[src/rtl/ptw_walker_if.sv]
// Memory port of the page-table walker: one PTE read request channel plus the
// returning PTE data. The walker is the master; the memory/cache side is the slave.
interface ptw_walker_if #(
    parameter int unsigned PADDR_W = 56
);
    logic               req_valid;
    logic [PADDR_W-1:0] req_addr;
    logic               req_ready;
    logic               resp_valid;
    logic [63:0]        resp_data;

    modport master (
        output req_valid,
        output req_addr,
        input  req_ready,
        input  resp_valid,
        input  resp_data
    );

    modport slave (
        input  req_valid,
        input  req_addr,
        output req_ready,
        output resp_valid,
        output resp_data
    );
endinterface

[src/rtl/ptw_walker.sv]
// Sv39 page-table walker. Takes one translation miss at a time, walks up to three
// levels through a single-outstanding memory port and returns the final PTE, the
// level where the walk stopped and a page-fault flag as a one-cycle pulse.
module ptw_walker #(
    parameter int unsigned LEVELS  = 3,
    parameter int unsigned PPN_W   = 44,
    parameter int unsigned VPN_W   = 27,
    parameter int unsigned PADDR_W = 56
) (
    input  logic             clk_i,
    input  logic             rst_i,
    input  logic             req_valid_i,
    input  logic [VPN_W-1:0] req_vpn_i,
    output logic             ready_o,
    input  logic [PPN_W-1:0] satp_ppn_i,
    input  logic             flush_i,
    ptw_walker_if.master     mem,
    output logic             resp_valid_o,
    output logic [63:0]      resp_pte_o,
    output logic [1:0]       resp_level_o,
    output logic             resp_error_o
);

    localparam logic [1:0] TopLevel = 2'(LEVELS - 1);

    typedef enum logic [2:0] {
        StIdle,
        StMemReq,
        StMemWait,
        StResp,
        StAbort
    } state_e;

    state_e             state_q;
    logic [VPN_W-1:0]   vpn_q;
    logic [1:0]         level_q;
    logic               mem_req_valid_q;
    logic [PADDR_W-1:0] mem_req_addr_q;
    logic               resp_valid_q;
    logic [63:0]        resp_pte_q;
    logic [1:0]         resp_level_q;
    logic               resp_error_q;

    // 9-bit VPN index used to address the table at a given level.
    function automatic logic [8:0] vpn_idx(input logic [VPN_W-1:0] vpn, input logic [1:0] lvl);
        case (lvl)
            2'd2:    vpn_idx = vpn[26:18];
            2'd1:    vpn_idx = vpn[17:9];
            default: vpn_idx = vpn[8:0];
        endcase
    endfunction

    logic             pte_v, pte_r, pte_w, pte_x;
    logic             pte_invalid, pte_leaf, pte_misaligned, walk_done, walk_fault;
    logic [PPN_W-1:0] pte_ppn;

    assign pte_v   = mem.resp_data[0];
    assign pte_r   = mem.resp_data[1];
    assign pte_w   = mem.resp_data[2];
    assign pte_x   = mem.resp_data[3];
    assign pte_ppn = mem.resp_data[10 +: PPN_W];

    // Classify the incoming PTE against the current level.
    always_comb begin
        pte_invalid    = !pte_v || (pte_w && !pte_r);
        pte_leaf       = pte_r || pte_x;
        pte_misaligned = 1'b0;
        if (level_q == 2'd2) begin
            pte_misaligned = |pte_ppn[17:0];
        end else if (level_q == 2'd1) begin
            pte_misaligned = |pte_ppn[8:0];
        end
        walk_done  = pte_invalid || pte_leaf || (level_q == 2'd0);
        walk_fault = pte_invalid || (pte_leaf && pte_misaligned)
                     || (!pte_leaf && (level_q == 2'd0));
    end

    // Walk FSM with all outputs registered.
    always_ff @(posedge clk_i or posedge rst_i) begin
        if (rst_i) begin
            state_q         <= StIdle;
            vpn_q           <= '0;
            level_q         <= '0;
            mem_req_valid_q <= 1'b0;
            mem_req_addr_q  <= '0;
            resp_valid_q    <= 1'b0;
            resp_pte_q      <= '0;
            resp_level_q    <= '0;
            resp_error_q    <= 1'b0;
        end else begin
            case (state_q)
                StIdle: begin
                    if (req_valid_i && !flush_i) begin
                        vpn_q           <= req_vpn_i;
                        level_q         <= TopLevel;
                        mem_req_valid_q <= 1'b1;
                        mem_req_addr_q  <= {satp_ppn_i, vpn_idx(req_vpn_i, TopLevel), 3'b000};
                        state_q         <= StMemReq;
                    end
                end
                StMemReq: begin
                    if (flush_i) begin
                        mem_req_valid_q <= 1'b0;
                        // If the request slipped through in the flush cycle, a response is
                        // owed; absorb it so it cannot land on a later walk.
                        state_q         <= mem.req_ready ? StAbort : StIdle;
                    end else if (mem.req_ready) begin
                        mem_req_valid_q <= 1'b0;
                        state_q         <= StMemWait;
                    end
                end
                StMemWait: begin
                    if (flush_i) begin
                        state_q <= mem.resp_valid ? StIdle : StAbort;
                    end else if (mem.resp_valid) begin
                        if (walk_done) begin
                            resp_valid_q <= 1'b1;
                            resp_pte_q   <= mem.resp_data;
                            resp_level_q <= level_q;
                            resp_error_q <= walk_fault;
                            state_q      <= StResp;
                        end else begin
                            level_q         <= level_q - 2'd1;
                            mem_req_valid_q <= 1'b1;
                            mem_req_addr_q  <= {pte_ppn, vpn_idx(vpn_q, level_q - 2'd1), 3'b000};
                            state_q         <= StMemReq;
                        end
                    end
                end
                StResp: begin
                    resp_valid_q <= 1'b0;
                    state_q      <= StIdle;
                end
                StAbort: begin
                    if (mem.resp_valid) begin
                        state_q <= StIdle;
                    end
                end
                default: begin
                    state_q <= StIdle;
                end
            endcase
        end
    end

    assign ready_o       = (state_q == StIdle);
    assign mem.req_valid = mem_req_valid_q;
    assign mem.req_addr  = mem_req_addr_q;
    assign resp_valid_o  = resp_valid_q;
    assign resp_pte_o    = resp_pte_q;
    assign resp_level_o  = resp_level_q;
    assign resp_error_o  = resp_error_q;

endmodule

[src/flat_wrapper.sv]
// flat-port wrapper written by rule: the top's interface ports become plain ports
module ptw_walker_flat 
#(
    parameter int unsigned LEVELS  = 3,
    parameter int unsigned PPN_W   = 44,
    parameter int unsigned VPN_W   = 27,
    parameter int unsigned PADDR_W = 56
)
  (clk_i, rst_i, req_valid_i, req_vpn_i, ready_o, satp_ppn_i, flush_i, resp_valid_o, resp_pte_o, resp_level_o, resp_error_o, mem_req_valid, mem_req_addr, mem_req_ready, mem_resp_valid, mem_resp_data);
  ptw_walker_if #(.PADDR_W(PADDR_W)) mem_i ();
  input  logic clk_i;
  input  logic rst_i;
  input  logic req_valid_i;
  input  logic [VPN_W-1:0] req_vpn_i;
  output logic ready_o;
  input  logic [PPN_W-1:0] satp_ppn_i;
  input  logic flush_i;
  output logic resp_valid_o;
  output logic [63:0] resp_pte_o;
  output logic [1:0] resp_level_o;
  output logic resp_error_o;
  output wire logic [$bits(mem_i.req_valid)-1:0] mem_req_valid;
  output wire logic [$bits(mem_i.req_addr)-1:0] mem_req_addr;
  input wire logic [$bits(mem_i.req_ready)-1:0] mem_req_ready;
  input wire logic [$bits(mem_i.resp_valid)-1:0] mem_resp_valid;
  input wire logic [$bits(mem_i.resp_data)-1:0] mem_resp_data;
  assign mem_req_valid = mem_i.req_valid;
  assign mem_req_addr = mem_i.req_addr;
  assign mem_i.req_ready = mem_req_ready;
  assign mem_i.resp_valid = mem_resp_valid;
  assign mem_i.resp_data = mem_resp_data;
  ptw_walker #(.LEVELS(LEVELS), .PPN_W(PPN_W), .VPN_W(VPN_W), .PADDR_W(PADDR_W)) u_core (.clk_i(clk_i), .rst_i(rst_i), .req_valid_i(req_valid_i), .req_vpn_i(req_vpn_i), .ready_o(ready_o), .satp_ppn_i(satp_ppn_i), .flush_i(flush_i), .mem(mem_i), .resp_valid_o(resp_valid_o), .resp_pte_o(resp_pte_o), .resp_level_o(resp_level_o), .resp_error_o(resp_error_o));
endmodule
[config.mk]
export PLATFORM = sky130hd
export DESIGN_NAME = ptw_walker_flat
export DESIGN_NICKNAME = d
export VERILOG_FILES = /design/src/rtl/ptw_walker_if.sv /design/src/rtl/ptw_walker.sv /design/src/flat_wrapper.sv
export SDC_FILE = /design/constraint.sdc
export NUM_CORES = 1
export LEC_CHECK = 0
export CAP_MARGIN = 20
export CORE_ASPECT_RATIO = 0.9
export CORE_MARGIN = 2
export CORE_UTILIZATION = 47
export DETAILED_ROUTE_END_ITERATION = 12
export PLACE_DENSITY = 0.95
export SLEW_MARGIN = 20
export SYNTH_ARGS = -nofsm -noshare
export SYNTH_HDL_FRONTEND = slang
export SYNTH_SLANG_ARGS = --single-unit
[constraint.sdc]
create_clock -name clk_i -period 14.4 [get_ports clk_i]
set_input_delay 1.44 -clock clk_i [delete_from_list [all_inputs] [get_ports clk_i]]
set_output_delay 1.44 -clock clk_i [all_outputs]
set_load 0.03 [all_outputs]
==> impl_metrics.csv, run 1 <==
group,metric,value,unit
status,status,"finished, final reports clean",
layout,final_cells,970,
global_routing,antenna_found_initial,2,
sta,finalHoldViolCount,0,
sta,worst_slew_pin_slew,1043,ps
worst_setup_path,start_kind,"input port",
routing,routed_wl,19.24,mm
sta,fin_skew,8.773,ps
synthesis,yosys.area.top_type,"dfrtp_1",
layout,final_common_cell,"clkdlybuf4s50_1",
synthesis,synth_cells,514,
synthesis,yosysUniqueCellTypes,36,
worst_setup_path,path_class,"input port to register",
pwr,p_sw_frac,0.3508,
routing,vias,5296,
synthesis,ys_warn_count,0,
synthesis,synth_area,6814,um2
global_routing,grt.busiest_layer,"met2",
sta,fin_crit_sh,0.2992,
global_routing,grt_use_met3,0.08013,
place,routabilityCongestion,0.8194,
sta,whs,484.0,ps
global_routing,grt_pass1_wl,29.79,mm
sta,timing.fmax,232.1,MHz
sta,min_period,4309,ps
pwr,switching_power,0.6529,mW
synthesis,ys_top_cells_by_area,"dfrtp_1, mux2_2, mux2i_1, a31oi_1, mux2_1",
worst_setup_path,cp_cell_sequence,"clkdlybuf4s50_1, nor4b_1, a41o_2, nand2_2, mux2_2",
synthesis,synth_top_family_by_area,"multiplexers",
pwr,pwr-share-comb,0.390,
worst_setup_path,cp_slowest_cell,"a41o_2",
layout,drive_gt1_frac,0.1948,
clocking,post-cts-setup-buffer-count,0,
die,ioPinCount,267,
synthesis,synthSimpleGateAreaFrac,0.03562,
sta,rsz0062_at_grt,"false",
die,die_w,130.9,um
global_routing,met2_usage,0.4518,
die,initial_core_util,0.4830,
routing,routedWlPerCell,19.83,um
layout,mostFrequentLayoutCells,"clkdlybuf4s50_1, dfrtp_1, mux2_2",
die,rows,41,
pwr,clkPwrFrac,0.261,
worst_setup_path,worst_path_dominant_cell_family,"simple AND/OR/NAND/NOR gates",
worst_setup_path,end_kind,"register",
place,place_area,9485,um2
pwr,ir_worst_vdd,0.0001302,V
worst_setup_path,cp.arrival,4610,ps
clocking,cts_buffers,17,
global_routing,grt_max_degree,79,
worst_hold_path,min_path_type,"register to register",
pwr,internal_power,1.208,mW
clocking,htreeDepth,4,
clocking,ctsLongestPathBuffers,2,
clocking,cts_resized,0,
synthesis,synth_top_area_frac,0.5656,
pwr,p_leak,4.208,nW
synthesis,synth.area.mux_share,0.2585,
sta,slew_violations,0,
place,place_hpwl,13.55,mm
synthesis,ys_seq_elements,154,
layout,nets,908,
global_routing,grtUsageTotal,0.2519,
die,die_h,118.2,um
synthesis,synth-compound-area-share,0.08906,
run,drv_cap,0,
synthesis,postSynthAreaPerCell,13.26,um2
worst_setup_path,worst_ep_required_time,14700,ps
clocking,ctsHoldBuffers,0,
pwr,power-per-cell-area,183.6,nW/um2
layout,final_core_util,0.7186,
layout,fin_area,10140,um2
layout,nFillCells,953,
pwr,pwr-share-seq,0.349,
worst_setup_path,cp.buffers_inverters,1,
worst_setup_path,slowest_delay,980,ps
routing,ant_nets,0,
sta,relSlewSlack,0.3045,
worst_setup_path,r2r_slack,11370,ps
synthesis,synth_seq_area_share,0.5656,
clocking,path_clk_slew,60,ps
clocking,cts_tree,"built",
die,die_area,15480,um2
routing,drc,0,
sta,setup_viol,0,
layout,syn_to_final_growth,48.77,%
clocking,clock-sinks,154,
routing,drt_iter0_drc,267,
routing,drt-vias-per-instance,5.460,
global_routing,first_global_vias,5736,
die,coreArea,14110,um2
clocking,worstSkewPairLatency,420,ps
global_routing,gr-total-overflow,0,
place,io_buffers,263,
sta,tns,0,ps
worst_setup_path,path_max_fanout,64,
synthesis,synth-xor-area-share,0,
place,dp_cells,936,
global_routing,grt_use_met1,0.2765,
routing,dr.pass1.iters,6,
synthesis,synthAdderAreaFrac,0.009181,
clocking,cts_root_buf,"clkbuf_16",
[per-layer routing]
layer / share of wire / wire length [um] / vias to the layer above
li1: - / - / 2373
met1: 0.37 / 7196 / 2653
met2: 0.53 / 10160 / 229
met3: 0.075 / 1440 / 41
met4: 0.023 / 441 / 0
met5: 0 / 0 / -
[kinds of logic (layout without fill, tap and decap cells)]
| logic type | after synthesis | count (layout) |
|---|---|---|
| compound gates | 97 | 97 |
| fa+ha+maj | 5 | 5 |
| buf+inv | 48 | 307 |
| flops | 154 | 154 |
| mux | 160 | 160 |
| other cells | 1 | 5 |
| simple gates | 49 | 49 |
[path summary, 6_finish.rpt]
path / start / to / cells after the start
worst max-delay path: mem_resp_data[0] / u_core.mem.req_addr[27]$_DFFE_PP0P_ / 5
worst min-delay path: u_core.resp_level_o[1]$_DFFE_PP0P_ / u_core.resp_level_o[1]$_DFFE_PP0P_ / 2
worst max register to register: u_core.level_q[0]$_DFFE_PP0P_ / u_core.mem.req_addr[27]$_DFFE_PP0P_ / 6
worst min register to register: u_core.resp_level_o[1]$_DFFE_PP0P_ / u_core.resp_level_o[1]$_DFFE_PP0P_ / 2
max in group asynchronous: rst_i / u_core.resp_valid_o$_DFFE_PP0P_ / 3
min in group asynchronous: rst_i / u_core.resp_pte_o[55]$_DFFE_PP0P_ / 2
[sequential cells by signal, summed over array words and instances, names as in the netlist]
register              cells
u_core.resp_pte_o        64
u_core.mem.req_addr      53
u_core.vpn_q             27
u_core.state_q            3
u_core.level_q            2
u_core.resp_level_o       2
u_core.mem.req_valid      1
u_core.resp_error_o       1
u_core.resp_valid_o       1
[power by group through the flow]
| stage | clock (mW) | sequential (mW) | combinational [mW] |
|---|---|---|---|
| final | 0.486 | 0.649 | 0.726 |
| after floorplan | 0 | 0.865 | 0.179 |
| after CTS | 0.495 | 0.649 | 0.732 |
| after detailed placement | 0 | 0.654 | 0.728 |
| after global placement | 0 | 0.641 | 0.710 |
| after global routing | 0.514 | 0.663 | 0.765 |
[metrics by stage]
stage / setup slack, ps / power (mW)
floorplan: 8810 / 1.044
global placement: 9772 / 1.350
detailed placement: 9662 / 1.381
CTS: 10100 / 1.876
global route: 9814 / 1.943
finish: 10090 / 1.861
[synth_stat cells]
master / count
dfrtp_1: 154
mux2_2: 108
a31oi_1: 39
a21oi_1: 35
mux2i_1: 32
mux2_1: 20
nor2_1: 18
nand2_1: 14
clkbuf_1: 13
buf_4: 11
a22oi_1: 10
inv_1: 8
buf_2: 7
buf_6: 7
ha_1: 5
o21ai_0: 5
nor2b_1: 3
nor3_1: 3
buf_1: 2
nand2_2: 2
nand3_1: 2
nor4_1: 2
a21boi_0: 1
a311o_1: 1
a32oi_1: 1
a41o_1: 1
a41oi_1: 1
conb_1: 1
nand4_1: 1
nor3_4: 1
nor3b_2: 1
nor4b_1: 1
o2111ai_4: 1
o31ai_1: 1
o41ai_1: 1
or4b_1: 1
[final cells by class]
| class | count | area, um2 | area share |
|---|---|---|---|
| well taps | 193 | 241.5 | 0.02382 |
| inverters | 8 | 35.03 | 0.003456 |
| multi-input cells | 314 | 2693 | 0.2656 |
| clock inverters | 11 | 166.4 | 0.01642 |
| clock buffers | 21 | 480.5 | 0.04740 |
| diodes | 2 | 5.005 | 0.0004937 |
| repair buffers | 267 | 2663 | 0.2627 |
| flip-flops and latches | 154 | 3854 | 0.3802 |
[worst register-to-register path, cell delays in order (launching register included)]
cell	delay [ps]
dfrtp_1	380
inv_1	130
ha_1	270
inv_1	90
a41o_2	890
nand2_2	660
mux2_2	480
(Power assumes the default switching activity.)
==> run 2, diff against run 1 <==
Settings changed: CORE_UTILIZATION 47 to 44, PLACE_DENSITY 0.95 to 0.91.
Clock period 14.4 ns to 4 ns, I/O delays scaled along.
==> run 2 against run 1 <==
Total power rose to 3.5 times the previous value. Final cell count up 0.93%. Clock skew down 1.9 ps. Global-route usage down 2.7 points. Core utilization down 5.7 points. Die area up 6.6%. Sequential share of layout area up 0.080 points. Via count down 2.7%. Sequential power rose to 3.6 times the previous value. Flip-flop and latch count unchanged. Critical path type unchanged.
==> impl_metrics.csv, run 2 (same netlist as run 1, synthesis figures left out) <==
group,metric,value,unit
pwr,pwr-share-comb,0.402,
run,drv_cap,0,
die,coreArea,15280,um2
layout,antenna_cells,0,
sta,worst_slew_pin_slew,964.7,ps
sta,min_period,2534,ps
pwr,power-per-cell-area,639.6,nW/um2
worst_setup_path,end_kind,"register",
worst_setup_path,path_class,"input port to register",
place,place_hpwl,12.78,mm
worst_setup_path,slowest_delay,680,ps
sta,fin_crit_sh,0.6335,
routing,drt_iter0_drc,278,
worst_setup_path,path_max_fanout,29,
clocking,cts_tree,"built",
sta,finalHoldViolCount,0,
worst_setup_path,worst_path_dominant_cell_family,"buffers and inverters",
layout,seqCellArea,3854,um2
worst_hold_path,min_path_type,"register to register",
pwr,p_sw_frac,0.3605,
worst_setup_path,startpoint,"mem_resp_data[2]",
layout,final_cells,979,
sta,fin_skew,6.860,ps
layout,final_common_cell,"clkdlybuf4s50_1",
worst_setup_path,worst_ep_required_time,4300,ps
layout,nets,910,
routing,routed_wl,18.42,mm
clocking,cts_buffers,17,
pwr,ir_worst_vdd,0.0003536,V
global_routing,first_global_vias,5304,
place,io_buffers,263,
routing,ant_nets,0,
place,dp_cells,947,
pwr,clkPwrFrac,0.239,
routing,drc,0,
sta,setup_viol,0,
sta,timing.fmax,394.6,MHz
sta,relSlewSlack,0.3568,
worst_setup_path,cp.buffers_inverters,2,
worst_hold_path,hold_start,"u_core.resp_level_o[1]$_DFFE_PP0P_",
clocking,post-cts-setup-buffer-count,0,
layout,drive_gt1_frac,0.1956,
sta,tns,0,ps
global_routing,antenna_found_initial,1,
clocking,htreeDepth,4,
worst_setup_path,crit-reg2reg-launch,"u_core.state_q[0]$_DFFE_PP0P_",
clocking,cts_root_buf,"clkbuf_16",
clocking,clock-sinks,154,
die,die_area,16500,um2
layout,nFillCells,1114,
routing,drt-vias-per-instance,5.266,
die,ioPinCount,267,
place,routabilityCongestion,0.7775,
global_routing,gr-total-overflow,0,
pwr,pwr-share-seq,0.359,
layout,mostFrequentLayoutCells,"clkdlybuf4s50_1, dfrtp_1, mux2_2",
sta,whs,485.4,ps
die,rows,43,
die,die_w,135.2,um
clocking,worstSkewPairLatency,420,ps
layout,multiInputGateArea,2693,um2
global_routing,grt_max_degree,155,
worst_setup_path,cp_slowest_cell,"o2111ai_4",
worst_setup_path,start_kind,"input port",
global_routing,grtUsageTotal,0.2251,
clocking,cts_resized,0,
die,die_h,122.1,um
clocking,ctsHoldBuffers,0,
pwr,p_leak,4.193,nW
pwr,power.total,6.470,mW
pwr,switching_power,2.332,mW
layout,syn_to_final_growth,48.46,%
worst_setup_path,cp_cell_sequence,"clkdlybuf4s50_1, or4b_1, o2111ai_4, buf_12, mux2_2",
layout,largest_reg_flops,64,
worst_setup_path,cp.arrival,2840,ps
routing,routedWlPerCell,18.82,um
clocking,path_clk_slew,60,ps
status,status,"finished, final reports clean",
routing,dr.pass1.iters,4,
routing,vias,5155,
die,initial_core_util,0.4460,
clocking,ctsLongestPathBuffers,2,
sta,slew_violations,0,
global_routing,grt_pass1_wl,28.34,mm
pwr,internal_power,4.138,mW
sta,rsz0062_at_grt,"false",
[run 2: changes by cell type in the layout (fill, tap and decap cells not counted), sizes merged]
cell	previous run	this run
clkbuf	21	20
clkinvlp	3	4
buf	4	6
bufinv	4	1
diode	2	0
inv	8	11
[run 2: area by class of cell]
cell class	count	area share
Tap cell	202	0.02498
Timing Repair Buffer	269	0.2684
Multi-Input combinational cell	314	0.2662
Sequential cell	154	0.3810
Clock buffer	20	0.04515
Clock inverter	12	0.01101
Inverter	8	0.003340
[run 2: worst paths after layout]
kind,endpoint,slack (ps),cells after the start
max in group asynchronous,u_core.mem.req_addr[16]$_DFFE_PP0P_,2770,3
min in group asynchronous,u_core.mem.req_addr[34]$_DFFE_PP0P_,550,3
max reg2reg,u_core.mem.req_addr[33]$_DFFE_PP0P_,1530,4
min,u_core.resp_level_o[1]$_DFFE_PP0P_,490,2
max,u_core.resp_pte_o[51]$_DFFE_PP0P_,1470,5
min reg2reg,u_core.resp_level_o[1]$_DFFE_PP0P_,490,2
[run 2: tightest hold or removal path, stage by stage, from the launching register on]
cell,delay (ps)
dfrtp_1,340
nand2_1,50
o21ai_0,60
[run 2: power groups by stage]
stage | logic, mW | clock network (mW) | registers (mW)
floorplan | 0.643 | 0 | 3.12
global placement | 2.56 | 0 | 2.31
detailed placement | 2.61 | 0 | 2.34
CTS | 2.62 | 1.58 | 2.32
global route | 2.73 | 1.66 | 2.38
finish | 2.60 | 1.55 | 2.32
[run 2: metrics by stage]
step,utilization,worst slack (ps),instance area (um2)
floorplan,-,1655,6825
global placement,0.6249,1099,9548
detailed placement,0.6249,1052,9548
CTS,0.6621,1488,10120
global route,0.6621,1401,10120
finish,0.6621,1466,10120
[run 2: metal layers]
layer  track usage  share of wire  vias to the layer above
met5             0        0.00071                        -
met4       0.08464          0.020                        2
met3       0.07574          0.081                       35
met2        0.3826           0.50                      214
met1        0.2660           0.40                     2529
li1              -              -                     2375
==> run 3, diff against run 2 <==
Clock period 4 ns to 2.5 ns, I/O delays scaled along.
==> run 3 against run 2 <==
Clock power up 62%. Cell area up 1.2%. First-iteration DRC count down 35%. Final cell count up 0.61%. Critical path depth down 2. Critical path type is now register to output port. Critical endpoint is now ready_o.
==> impl_metrics.csv, run 3 (same netlist as run 1, synthesis figures left out) <==
group,metric,value,unit
status,status,"finished, final reports clean",
pwr,p_leak,4.255,nW
worst_setup_path,cp_slowest_cell,"clkdlybuf4s50_1",
sta,fin_crit_sh,0.8712,
clocking,ctsLongestPathBuffers,2,
worst_setup_path,worst_path_dominant_cell_family,"buffers and inverters",
global_routing,grt_pass1_wl,28.34,mm
sta,timing.fmax,459.1,MHz
sta,setup_viol,0,
clocking,cts_buffers,17,
pwr,power-per-cell-area,1015,nW/um2
routing,drt-vias-per-instance,5.221,
place,place_hpwl,12.92,mm
routing,vias,5143,
layout,fin_area,10240,um2
worst_setup_path,slowest_delay,720,ps
clocking,clock-sinks,154,
worst_setup_path,end_kind,"output port",
worst_setup_path,cp_cell_sequence,"buf_4, nor3_1, clkdlybuf4s50_1",
global_routing,gr-total-overflow,0,
pwr,ir_worst_vdd,0.0005951,V
worst_setup_path,crit-reg2reg-launch,"u_core.level_q[0]$_DFFE_PP0P_",
layout,antenna_cells,0,
worst_setup_path,cp.buffers_inverters,2,
sta,final.setup.worst_slack,321.9,ps
layout,final_common_cell,"clkdlybuf4s50_1",
die,initial_core_util,0.4460,
worst_setup_path,worst_ep_required_time,2250,ps
sta,relSlewSlack,0.5210,
clocking,worstSkewPairLatency,420,ps
sta,whs,315.8,ps
routing,drc,0,
die,coreArea,15280,um2
worst_setup_path,path_max_fanout,10,
sta,slew_violations,0,
pwr,power.total,10.40,mW
routing,dr.pass1.iters,5,
clocking,htreeDepth,4,
routing,routed_wl,18.01,mm
layout,final_cells,985,
place,io_buffers,263,
global_routing,grt_max_degree,80,
layout,drive_gt1_frac,0.1980,
worst_setup_path,cp.arrival,1930,ps
place,place_area,9671,um2
clocking,ctsHoldBuffers,0,
place,pre_cts_slack,23.66,ps
global_routing,antenna_found_initial,1,
place,dp_cells,955,
die,die_area,16500,um2
layout,nets,918,
clocking,path_clk_slew,60,ps
worst_setup_path,reg2reg_depth,6,
place,routabilityCongestion,0.7873,
sta,min_period,2178,ps
clocking,cts_tree,"built",
global_routing,first_global_vias,5399,
layout,syn_to_final_growth,50.31,%
clocking,post-cts-setup-buffer-count,0,
worst_setup_path,r2r_slack,420,ps
worst_setup_path,start_kind,"register",
worst_setup_path,r2r-end,"u_core.mem.req_addr[8]$_DFFE_PP0P_",
sta,rsz0062_at_grt,"false",
routing,ant_nets,0,
clocking,cts_root_buf,"clkbuf_16",
die,die_w,135.2,um
routing,routedWlPerCell,18.28,um
sta,fin_skew,11.96,ps
sta,finalHoldViolCount,0,
layout,mostFrequentLayoutCells,"clkdlybuf4s50_1, dfrtp_1, mux2_2",
run,drv_cap,0,
sta,worst_slew_pin_slew,715.8,ps
worst_hold_path,min_path_type,"input port to asynchronous set/reset pin",
layout,largest_reg_flops,64,
die,die_h,122.1,um
worst_setup_path,path_class,"register to output port",
die,ioPinCount,267,
global_routing,grtUsageTotal,0.2243,
die,rows,43,
routing,drt_iter0_drc,182,
layout,final_core_util,0.6703,
sta,tns,0,ps
clocking,cts_resized,0,
run 3: cell types whose count changed in the layout (fill, tap and decap cells not counted), sizes merged:
cell,change
buf,+8
bufinv,+1
clkbuf,+4
clkinv,-1
clkinvlp,-2
inv,-4
run 3: worst max-delay path by stage:
stage | depth (start not counted) | end | slack (ps) | from
floorplan | 1 | u_core.level_q[0]$_DFFE_PP0P_ | 310 | rst_i
global placement | 7 | u_core.mem.req_addr[39]$_DFFE_PP0P_ | 50 | mem_resp_data[2]
detailed placement | 7 | u_core.mem.req_addr[39]$_DFFE_PP0P_ | 20 | mem_resp_data[2]
CTS | 3 | ready_o | 280 | u_core.state_q[0]$_DFFE_PP0P_
global route | 3 | ready_o | 240 | u_core.state_q[0]$_DFFE_PP0P_
finish | 3 | ready_o | 320 | u_core.state_q[0]$_DFFE_PP0P_
run 3: cell type report:
| type | instances | area [um2] |
|---|---|---|
| inverter | 8 | 33.78 |
| clock buffer | 24 | 481.7 |
| multi-input combinational | 314 | 2693 |
| sequential | 154 | 3854 |
| tap | 202 | 252.7 |
| timing repair buffer | 277 | 2838 |
| fill | 1134 | 5037 |
| clock inverter | 6 | 90.09 |
run 3: report_power, final:
| part | leakage, nW | internal (mW) | switching (mW) |
|---|---|---|---|
| clock | 0.276 | 1.54 | 0.971 |
| sequential | 1.86 | 3.28 | 0.427 |
| combinational | 2.11 | 1.94 | 2.24 |
run 3: per-layer routing:
layer  up-vias  share of wire  global-route usage  wire length [um]
met3        26          0.076             0.07449              1368
met4         2          0.018             0.07682               325
li1       2390              -                   -                 -
met5         -        0.00072                   0                13
met1      2535           0.42              0.2759              7475
met2       190           0.49              0.3731              8822
run 3: worst register-to-register path, cell delays in order (launching register included):
cell and delay [ps]:
dfrtp_1 370, inv_1 120, ha_1 390, nor2_1 630
nand2_1 110, a31oi_1 220, mux2_2 190
